$ cat src/rtl/mem_req_queue.sv
// mem_req_queue: in-order memory request queue between a core and a cache
// front end. Requests are buffered in a circular FIFO and issued one at a time.
// The head entry is held until its completion. Load completions produce a
// one-cycle register writeback.
module mem_req_queue #(
    parameter int DEPTH = 4     // power of two, >= 2
) (
    input  logic        cpu_clk,
    input  logic        rstn,
    input  logic        in_valid,
    output logic        in_ready,
    input  logic        in_rw,
    input  logic [31:0] in_addr,
    input  logic [31:0] in_data,
    input  logic [4:0]  in_rd,
    output logic [31:0] cpu_req_addr,
    output logic [31:0] cpu_req_data,
    output logic        cpu_req_rw,
    output logic        cpu_req_valid,
    input  logic [31:0] cpu_res_data,
    input  logic        cpu_res_ready,
    input  logic        busy,
    output logic        wb_valid,
    output logic [4:0]  wb_rd,
    output logic [31:0] wb_data,
    output logic        queue_empty
);

    localparam int AW = $clog2(DEPTH);
    localparam logic [AW:0] PTR_ONE  = (AW+1)'(1);
    localparam logic [AW:0] FULL_CNT = (AW+1)'(DEPTH);
    localparam logic [AW:0] ZERO_CNT = (AW+1)'(0);

    typedef enum logic [1:0] {
        ST_IDLE  = 2'd0,
        ST_ISSUE = 2'd1,
        ST_WAIT  = 2'd2
    } state_t;

    // Entry storage, one array per field
    logic        rw_mem   [DEPTH];
    logic [31:0] addr_mem [DEPTH];
    logic [31:0] data_mem [DEPTH];
    logic [4:0]  rd_mem   [DEPTH];

    // Extra MSB on the pointers tells a full queue apart from an empty one
    logic [AW:0] wr_ptr_r;
    logic [AW:0] rd_ptr_r;
    logic [AW:0] count_s;
    logic        full_s;
    logic        push_s;
    logic        pop_s;
    logic        head_rw_s;
    logic [4:0]  head_rd_s;

    state_t      state_r;
    logic        req_valid_r;
    logic        wb_valid_r;
    logic [4:0]  wb_rd_r;
    logic [31:0] wb_data_r;

    assign count_s   = wr_ptr_r - rd_ptr_r;
    assign full_s    = (count_s == FULL_CNT);
    assign push_s    = in_valid && !full_s;
    // Completion only counts while a request is actually outstanding
    assign pop_s     = cpu_res_ready && ((state_r == ST_ISSUE) || (state_r == ST_WAIT));
    assign head_rw_s = rw_mem[rd_ptr_r[AW-1:0]];
    assign head_rd_s = rd_mem[rd_ptr_r[AW-1:0]];

    assign in_ready      = !full_s;
    assign cpu_req_rw    = head_rw_s;
    assign cpu_req_addr  = addr_mem[rd_ptr_r[AW-1:0]];
    assign cpu_req_data  = data_mem[rd_ptr_r[AW-1:0]];
    assign cpu_req_valid = req_valid_r;
    assign wb_valid      = wb_valid_r;
    assign wb_rd         = wb_rd_r;
    assign wb_data       = wb_data_r;
    assign queue_empty   = (count_s == ZERO_CNT) && (state_r == ST_IDLE);

    // Write an accepted request into the tail slot (storage is not reset)
    always_ff @(posedge cpu_clk) begin
        if (push_s) begin
            rw_mem[wr_ptr_r[AW-1:0]]   <= in_rw;
            addr_mem[wr_ptr_r[AW-1:0]] <= in_addr;
            data_mem[wr_ptr_r[AW-1:0]] <= in_data;
            rd_mem[wr_ptr_r[AW-1:0]]   <= in_rd;
        end
    end

    // Advance tail on push and head on completion; both may happen together
    always_ff @(posedge cpu_clk or negedge rstn) begin
        if (!rstn) begin
            wr_ptr_r <= ZERO_CNT;
            rd_ptr_r <= ZERO_CNT;
        end else begin
            if (push_s) begin
                wr_ptr_r <= wr_ptr_r + PTR_ONE;
            end
            if (pop_s) begin
                rd_ptr_r <= rd_ptr_r + PTR_ONE;
            end
        end
    end

    // Issue/completion FSM with registered request pulse and writeback
    always_ff @(posedge cpu_clk or negedge rstn) begin
        if (!rstn) begin
            state_r     <= ST_IDLE;
            req_valid_r <= 1'b0;
            wb_valid_r  <= 1'b0;
            wb_rd_r     <= 5'd0;
            wb_data_r   <= 32'd0;
        end else begin
            req_valid_r <= 1'b0;
            wb_valid_r  <= 1'b0;
            if (pop_s && !head_rw_s) begin
                wb_valid_r <= 1'b1;
                wb_rd_r    <= head_rd_s;
                wb_data_r  <= cpu_res_data;
            end
            case (state_r)
                ST_IDLE: begin
                    if ((count_s != ZERO_CNT) && !busy) begin
                        state_r     <= ST_ISSUE;
                        req_valid_r <= 1'b1;
                    end
                end
                ST_ISSUE: begin
                    state_r <= cpu_res_ready ? ST_IDLE : ST_WAIT;
                end
                ST_WAIT: begin
                    if (cpu_res_ready) begin
                        state_r <= ST_IDLE;
                    end
                end
                default: begin
                    state_r <= ST_IDLE;
                end
            endcase
        end
    end

endmodule

$ cat config.mk
export PLATFORM = sky130hd
export DESIGN_NAME = mem_req_queue
export DESIGN_NICKNAME = d
export VERILOG_FILES = /design/src/rtl/mem_req_queue.sv
export SDC_FILE = /design/constraint.sdc
export NUM_CORES = 1
export LEC_CHECK = 0
export BUFFER_PORTS_ARGS = -buffer_cell sky130_fd_sc_hd__clkbuf_2
export CAP_MARGIN = 20
export CORE_MARGIN = 5
export CORE_UTILIZATION = 55
export DETAILED_ROUTE_END_ITERATION = 10
export PLACE_DENSITY = 0.76
export SLEW_MARGIN = 20
export SYNTH_ARGS = -nofsm -noshare
export SYNTH_HDL_FRONTEND = slang
export SYNTH_SLANG_ARGS = --single-unit
$ cat constraint.sdc
create_clock -name cpu_clk -period 7.3 [get_ports cpu_clk]
set_clock_uncertainty 0.15 [all_clocks]
set_input_delay 1.095 -clock cpu_clk [delete_from_list [all_inputs] [get_ports cpu_clk]]
set_output_delay 1.095 -clock cpu_clk [all_outputs]
set_load 0.05 [all_outputs]
==> impl_metrics.ini, run 1 <==
[timing]
finalCritPeriodShare = 0.594
slew_viol_final = 0
finalWorstSetupSlack_ns = 2.96
totalNegativeSetupSlack_ns = 0
setup_violations = 0
finalHoldViolCount = 0
period_needed_ns = 4.34
relSlewSlack = 0.290
rsz0062_at_grt = no
fmax_mhz = 230
worstMarginPinSlew_ns = 1.06

[layout]
fin_nets = 852
multi_input_area_um2 = 2380
area_delta_synth_final_pct = 19.7
fin_cells = 1037
ff_latch_area_um2 = 9590
post-route-util = 0.665
fill_cells = 1435
drive_gt1_frac = 0.473
diodes = 0

[worst_setup_path]
required_ns = 6.05
reg2reg_slack_ns = 3.27
start_kind = flop
arrival_ns = 3.09
path_class = reg -> out
critPathMaxFanout = 73
crit_path_end_kind = output port

[drt]
drt_wl_total_um = 22700
routedWlPerCell_um = 21.9
drc_errors = 0
antenna_left = 0
vias_per_cell = 5.46
firstDrtPassIters = 5
initialDrtViolationCount = 403
vias = 5663

[cts]
cts.sinks = 327
hold_buffers = 0
ctsResizeCount = 0
clkSlewWorstSetupHoldPaths_ns = 0.06
cts_buffers = 31
cts_root_buffer = clkbuf_16
clockBufferDepth = 3
clkLatencyLatePin_ns = 0.55
cts_setup_buffers = 0
ctsHtreeMaxLevel = 1
cts_tree = yes

[yosys]
ys_ff_latch = 327
netlist.top_cell.by_area = edfxtp_1
synth_area_leaders = edfxtp_1 (70%), mux4_2 (13%), dfrtp_1 (9.7%)
syn_area_um2 = 12100
yosysTopAreaCellShare = 0.696
synthMuxAreaShare = 0.167
ys.flop_type = edfxtp_1
synth-adder-area-share = 0.0104
synth-xor-area-share = 0.00435
synthArstFlopShare = 0.144
synth_top_family_by_area = multiplexers
syn_nets = 623
postSynthCellCount = 506
synth_compound_area_frac = 0.00352
synth-simple-area-share = 0.00973
yosys_warnings = 0
synth-edff-count = 280
yosysSeqAreaShare = 0.793
syn_area_per_cell_um2 = 23.9
synth.distinct_cells = 30

[floorplanning]
core_um2 = 21800
die_height_um = 158
pin_count = 213
start_util = 0.556
row_count = 54
dieArea_um2 = 25000
die_x_um = 158

[grt]
grt_pass1_vias = 6133
grt_max_degree = 74
antenna_found_initial = 1
grt_pass1_wl_um = 34500
grt.total_usage = 0.181
overflow = 0

[run]
cap_violations = 0

[placement]
io_buffers = 212
place_inst = 981
gp_congestion = 0.761
dpl_worst_slack_ns = 3.18
hpwl_um = 14400

[worst_hold_path]
holdCritPathClass = reg -> reg

[status]
status = completed
-- cell type report --
class	instances	area share
repair buffers	216	0.0768
multi-input cells	153	0.165
inverters	6	0.00156
flip-flops and latches	327	0.663
clock buffers	45	0.0649
clock inverters	10	0.00519
well taps	280	0.0242
-- stage by stage --
step	hold WS, ns	instance area [um^2]
after floorplan	0.312	12100
after detailed placement	0.329	13400
final	0.334	14500
after global routing	0.358	14500
after CTS	0.342	14400
after global placement	0.316	13400
-- worst max-delay path, stage by stage (launching register included) --
cell	delay [ns]
dfrtp_4	1.10
inv_1	0.11
ha_1	0.23
nor2b_1	0.17
xnor2_1	0.33
nor2_1	0.14
and2_1	0.19
clkbuf_2	0.24
-- worst paths after layout --
path                             startpoint               to  depth (start not counted)
worst max-delay path            rd_ptr_r[1]      queue_empty                          7
worst min-delay path             wb_data[4]       wb_data[4]                          1
worst max register to register  rd_ptr_r[1]  addr_mem[3][23]                          6
worst min register to register   wb_data[4]       wb_data[4]                          1
max in group asynchronous              rstn      rd_ptr_r[0]                          2
min in group asynchronous              rstn      wb_data[15]                          2
-- cell usage in the layout, fill, tap and decap left out, types with 5 or more instances in the layout --
cell / count
edfxtp_1: 280
clkbuf_2: 212
mux4_2: 70
dfrtp_1: 45
clkbuf_16: 34
mux2_1: 22
mux2_2: 17
ha_1: 10
inv_1: 6
xnor2_1: 5
clkinv_2: 5
clkbuf_1: 5
-- sequential cells by signal (all words and copies together), names as in the netlist --
| register | flops |
|---|---|
| wr_ptr_r | 3 |
| state_r | 2 |
| data_mem | 128 |
| rw_mem | 4 |
| addr_mem | 128 |
| wb_data | 32 |
| rd_ptr_r | 3 |
| wb_rd | 5 |
| rd_mem | 20 |
| wb_valid | 1 |
| cpu_req_valid | 1 |
-- per-layer routing --
metal  vias to the layer above  GRT usage  wire, um
met1                      2852      0.245      9050
li1                       2554          -         -
met3                        22     0.0514      2200
met5                         -          0        16
met2                       233      0.302     11100
met4                         2     0.0341       276
-- cells in the mapped netlist (2+ instances only) --
cell type / n
clkbuf_1: 5
edfxtp_1: 280
nand2_1: 4
buf_2: 9
inv_1: 6
nand3_1: 2
dfrtp_1: 47
buf_8: 2
and2_1: 4
mux2_2: 17
mux2_1: 22
buf_6: 2
a31oi_1: 2
xnor2_1: 5
o21ai_0: 2
nor4b_1: 2
ha_1: 10
nor2_1: 3
nor2b_1: 2
mux4_2: 70
-- cells by family (layout without fill, tap and decap cells) --
| kind of cell | count (synthesis) | after routing |
|---|---|---|
| AOI/OAI and AO/OA | 7 | 7 |
| and+or+nand+nor | 21 | 21 |
| muxes | 109 | 109 |
| xor gates and xnor gates | 6 | 6 |
| buffers and inverters | 26 | 277 |
| DFF | 327 | 327 |
| adders and majority gates | 10 | 10 |
Power of run 1 is not shown: default switching activity piles up to over one toggle a cycle in this logic, so the estimate is an artifact.
==> inputs of run 2 (changes only) <==
--- a/config.mk
+++ b/config.mk
@@ -5,12 +5,13 @@
 export SDC_FILE = /design/constraint.sdc
 export NUM_CORES = 1
 export LEC_CHECK = 0
+export ABC_AREA = 1
 export BUFFER_PORTS_ARGS = -buffer_cell sky130_fd_sc_hd__clkbuf_2
 export CAP_MARGIN = 20
 export CORE_MARGIN = 5
-export CORE_UTILIZATION = 55
+export CORE_UTILIZATION = 50
 export DETAILED_ROUTE_END_ITERATION = 10
-export PLACE_DENSITY = 0.76
+export PLACE_DENSITY = 0.72
 export SLEW_MARGIN = 20
 export SYNTH_ARGS = -nofsm -noshare
 export SYNTH_HDL_FRONTEND = slang
==> constraint.sdc (replaced) <==
create_clock -name cpu_clk -period 3.85 [get_ports cpu_clk]
set_clock_uncertainty 0.15 [all_clocks]
set_input_delay 0.5775 -clock cpu_clk [delete_from_list [all_inputs] [get_ports cpu_clk]]
set_output_delay 0.5775 -clock cpu_clk [all_outputs]
set_load 0.05 [all_outputs]
==> run 2 against run 1 <==
Against the previous run:
- die area rose by 12%
- critical path depth shrank 3
- cell count increased by 42%
- sequential cell count unchanged
- first-iteration DRC count is 38% higher
- hold slack got worse by 0.33 ns
- global-route usage up 0.24 points
- wire length up 15%
- register-to-register slack worse by 2.2 ns
- non-clock buffer count rose by 13
- synthesized area grew 2.1%
- critical path type unchanged
- largest cell class unchanged
- highest routed layer unchanged
==> impl_metrics.ini, run 2 <==
[yosys]
synth_common_cells = edfxtp_1 (280), nor2_1 (146), nand2_1 (142)
synthArstFlopShare = 0.144
yosysSeqAreaShare = 0.776
syn_area_um2 = 12300
synth_most_common_cell = edfxtp_1
ys_ff_latch = 327
synth.distinct_cells = 19
synth_area_leaders = edfxtp_1 (68%), dfrtp_1 (9.5%), o21ai_0 (5.7%)
syn_area_per_cell_um2 = 13.4
yosysTopAreaCellShare = 0.681
ys.flop_type = edfxtp_1
synth-edff-count = 280
yosys_warnings = 0
syn_nets = 1038
netlist.top_cell.by_area = edfxtp_1
postSynthCellCount = 921

[grt]
grt_pass1_vias = 7722
grt_use_met2 = 0.298
use_met1 = 0.241
overflow = 0
antenna_found_initial = 3
grt.total_usage = 0.183
met3_usage = 0.0575
grt_pass1_wl_um = 41300
gr-max-usage-layer = met2
grt_max_degree = 94

[layout]
mostFrequentLayoutCell = edfxtp_1
area_delta_synth_final_pct = 19.9
final_cell_mix = edfxtp_1 (280), clkbuf_2 (212), nor2_1 (142), nand2_1 (142), o21ai_0 (140)
final_cell_area_um2 = 14800
post-route-util = 0.609
fill_cells = 1889
drive_gt1_frac = 0.246
fin_nets = 1250
fin_cells = 1474

[cts]
clkLatencyLatePin_ns = 0.50
cts_buffers = 34
clockBufferDepth = 3
ctsResizeCount = 0
ctsHtreeMaxLevel = 2
cts_setup_buffers = 0
hold_buffers = 0
clkSlewWorstSetupHoldPaths_ns = 0.06
cts_tree = yes
cts.sinks = 327
cts_root_buffer = clkbuf_16

[worst_hold_path]
holdCritPathClass = in -> async

[timing]
fmax_mhz = 299
relSlewSlack = 0.376
period_needed_ns = 3.34
finalCritPeriodShare = 0.868
setup_violations = 0
finalHoldViolCount = 0
rsz0062_at_grt = no
finalWorstSetupSlack_ns = 0.509
slew_viol_final = 0
worstMarginPinSlew_ns = 0.936

[placement]
placed_cell_area_um2 = 13800
dpl_worst_slack_ns = 1.07
gp_congestion = 0.842
io_buffers = 212
hpwl_um = 15300
place_inst = 1421

[floorplanning]
row_count = 57
dieArea_um2 = 27900
die_x_um = 167
pin_count = 213
start_util = 0.508
die_height_um = 167
core_um2 = 24300

[worst_setup_path]
path_class = reg -> out
rr_startpoint = wr_ptr_r[1]
reg2regPathDepth = 9
required_ns = 3.12
rr_endpoint = data_mem[0][17]
start_kind = flop
critPathMaxFanout = 93
reg2reg_slack_ns = 1.11
crit_path_end_kind = output port
arrival_ns = 2.61

[drt]
vias_per_cell = 5.25
firstDrtPassIters = 4
initialDrtViolationCount = 558
drc_errors = 0
antenna_left = 0
drt_wl_total_um = 26100
routedWlPerCell_um = 17.7
vias = 7739

[status]
status = completed

[run]
cap_violations = 0
## run 2: stage by stage
step / setup TNS (ns) / hold WS (ns)
floorplan: -190.26 / 0.132
global placement: 0 / 0.311
detailed placement: 0 / 0.316
CTS: 0 / 0.0183
global route: 0 / 0.0688
finish: 0 / 0.00547
## run 2: cells by family (layout without fill, tap and decap cells)
logic type,after synthesis,in the layout,share of synthesized area
AO/OA/AOI/OAI,213,213,0.0937
XOR/XNOR,3,3,0.00213
adder cells (fa/ha/maj),10,10,0.0101
buffers and inverters,76,304,0.0283
flip-flops,327,327,0.776
other,0,1,0
AND/OR/NAND/NOR,292,292,0.0893
## run 2: routing by layer
| layer | share of wire | vias up | wire length [um] |
|---|---|---|---|
| met5 | 0.0013 | - | 33 |
| met4 | 0.021 | 4 | 552 |
| met3 | 0.087 | 47 | 2270 |
| met2 | 0.46 | 259 | 12100 |
| met1 | 0.43 | 3705 | 11100 |
| li1 | - | 3724 | - |
## run 2: worst max path at each step
| stage | from | endpoint | slack (ns) |
|---|---|---|---|
| after CTS | rd_ptr_r[0] | cpu_req_addr[31] | 0.52 |
| after global placement | wr_ptr_r[1] | data_mem[0][17] | 1.14 |
| after global routing | rd_ptr_r[0] | cpu_req_data[27] | 0.36 |
| final | rd_ptr_r[0] | cpu_req_addr[31] | 0.51 |
| after detailed placement | rd_ptr_r[0] | cpu_req_addr[31] | 1.07 |
| after floorplan | rd_ptr_r[1] | addr_mem[3][0] | -0.69 |
## run 2: worst max-delay path: stages, from the launching register on
cell,delay (ns)
dfrtp_4,0.45
buf_4,0.70
o21ai_0,0.24
o22ai_1,0.31
clkbuf_2,0.34
## run 2: cell type report
| class | instances | area [um^2] | share of cell area |
|---|---|---|---|
| inverters | 23 | 88.8 | 0.00600 |
| clock inverters | 12 | 108 | 0.00727 |
| diodes | 1 | 2.50 | 0.000169 |
| flip-flops and latches | 327 | 9590 | 0.648 |
| repair buffers | 229 | 1260 | 0.0854 |
| clock buffers | 40 | 905 | 0.0611 |
| multi-input cells | 518 | 2440 | 0.165 |
| well taps | 324 | 405 | 0.0274 |
Power of run 2 is left out for the same reason.
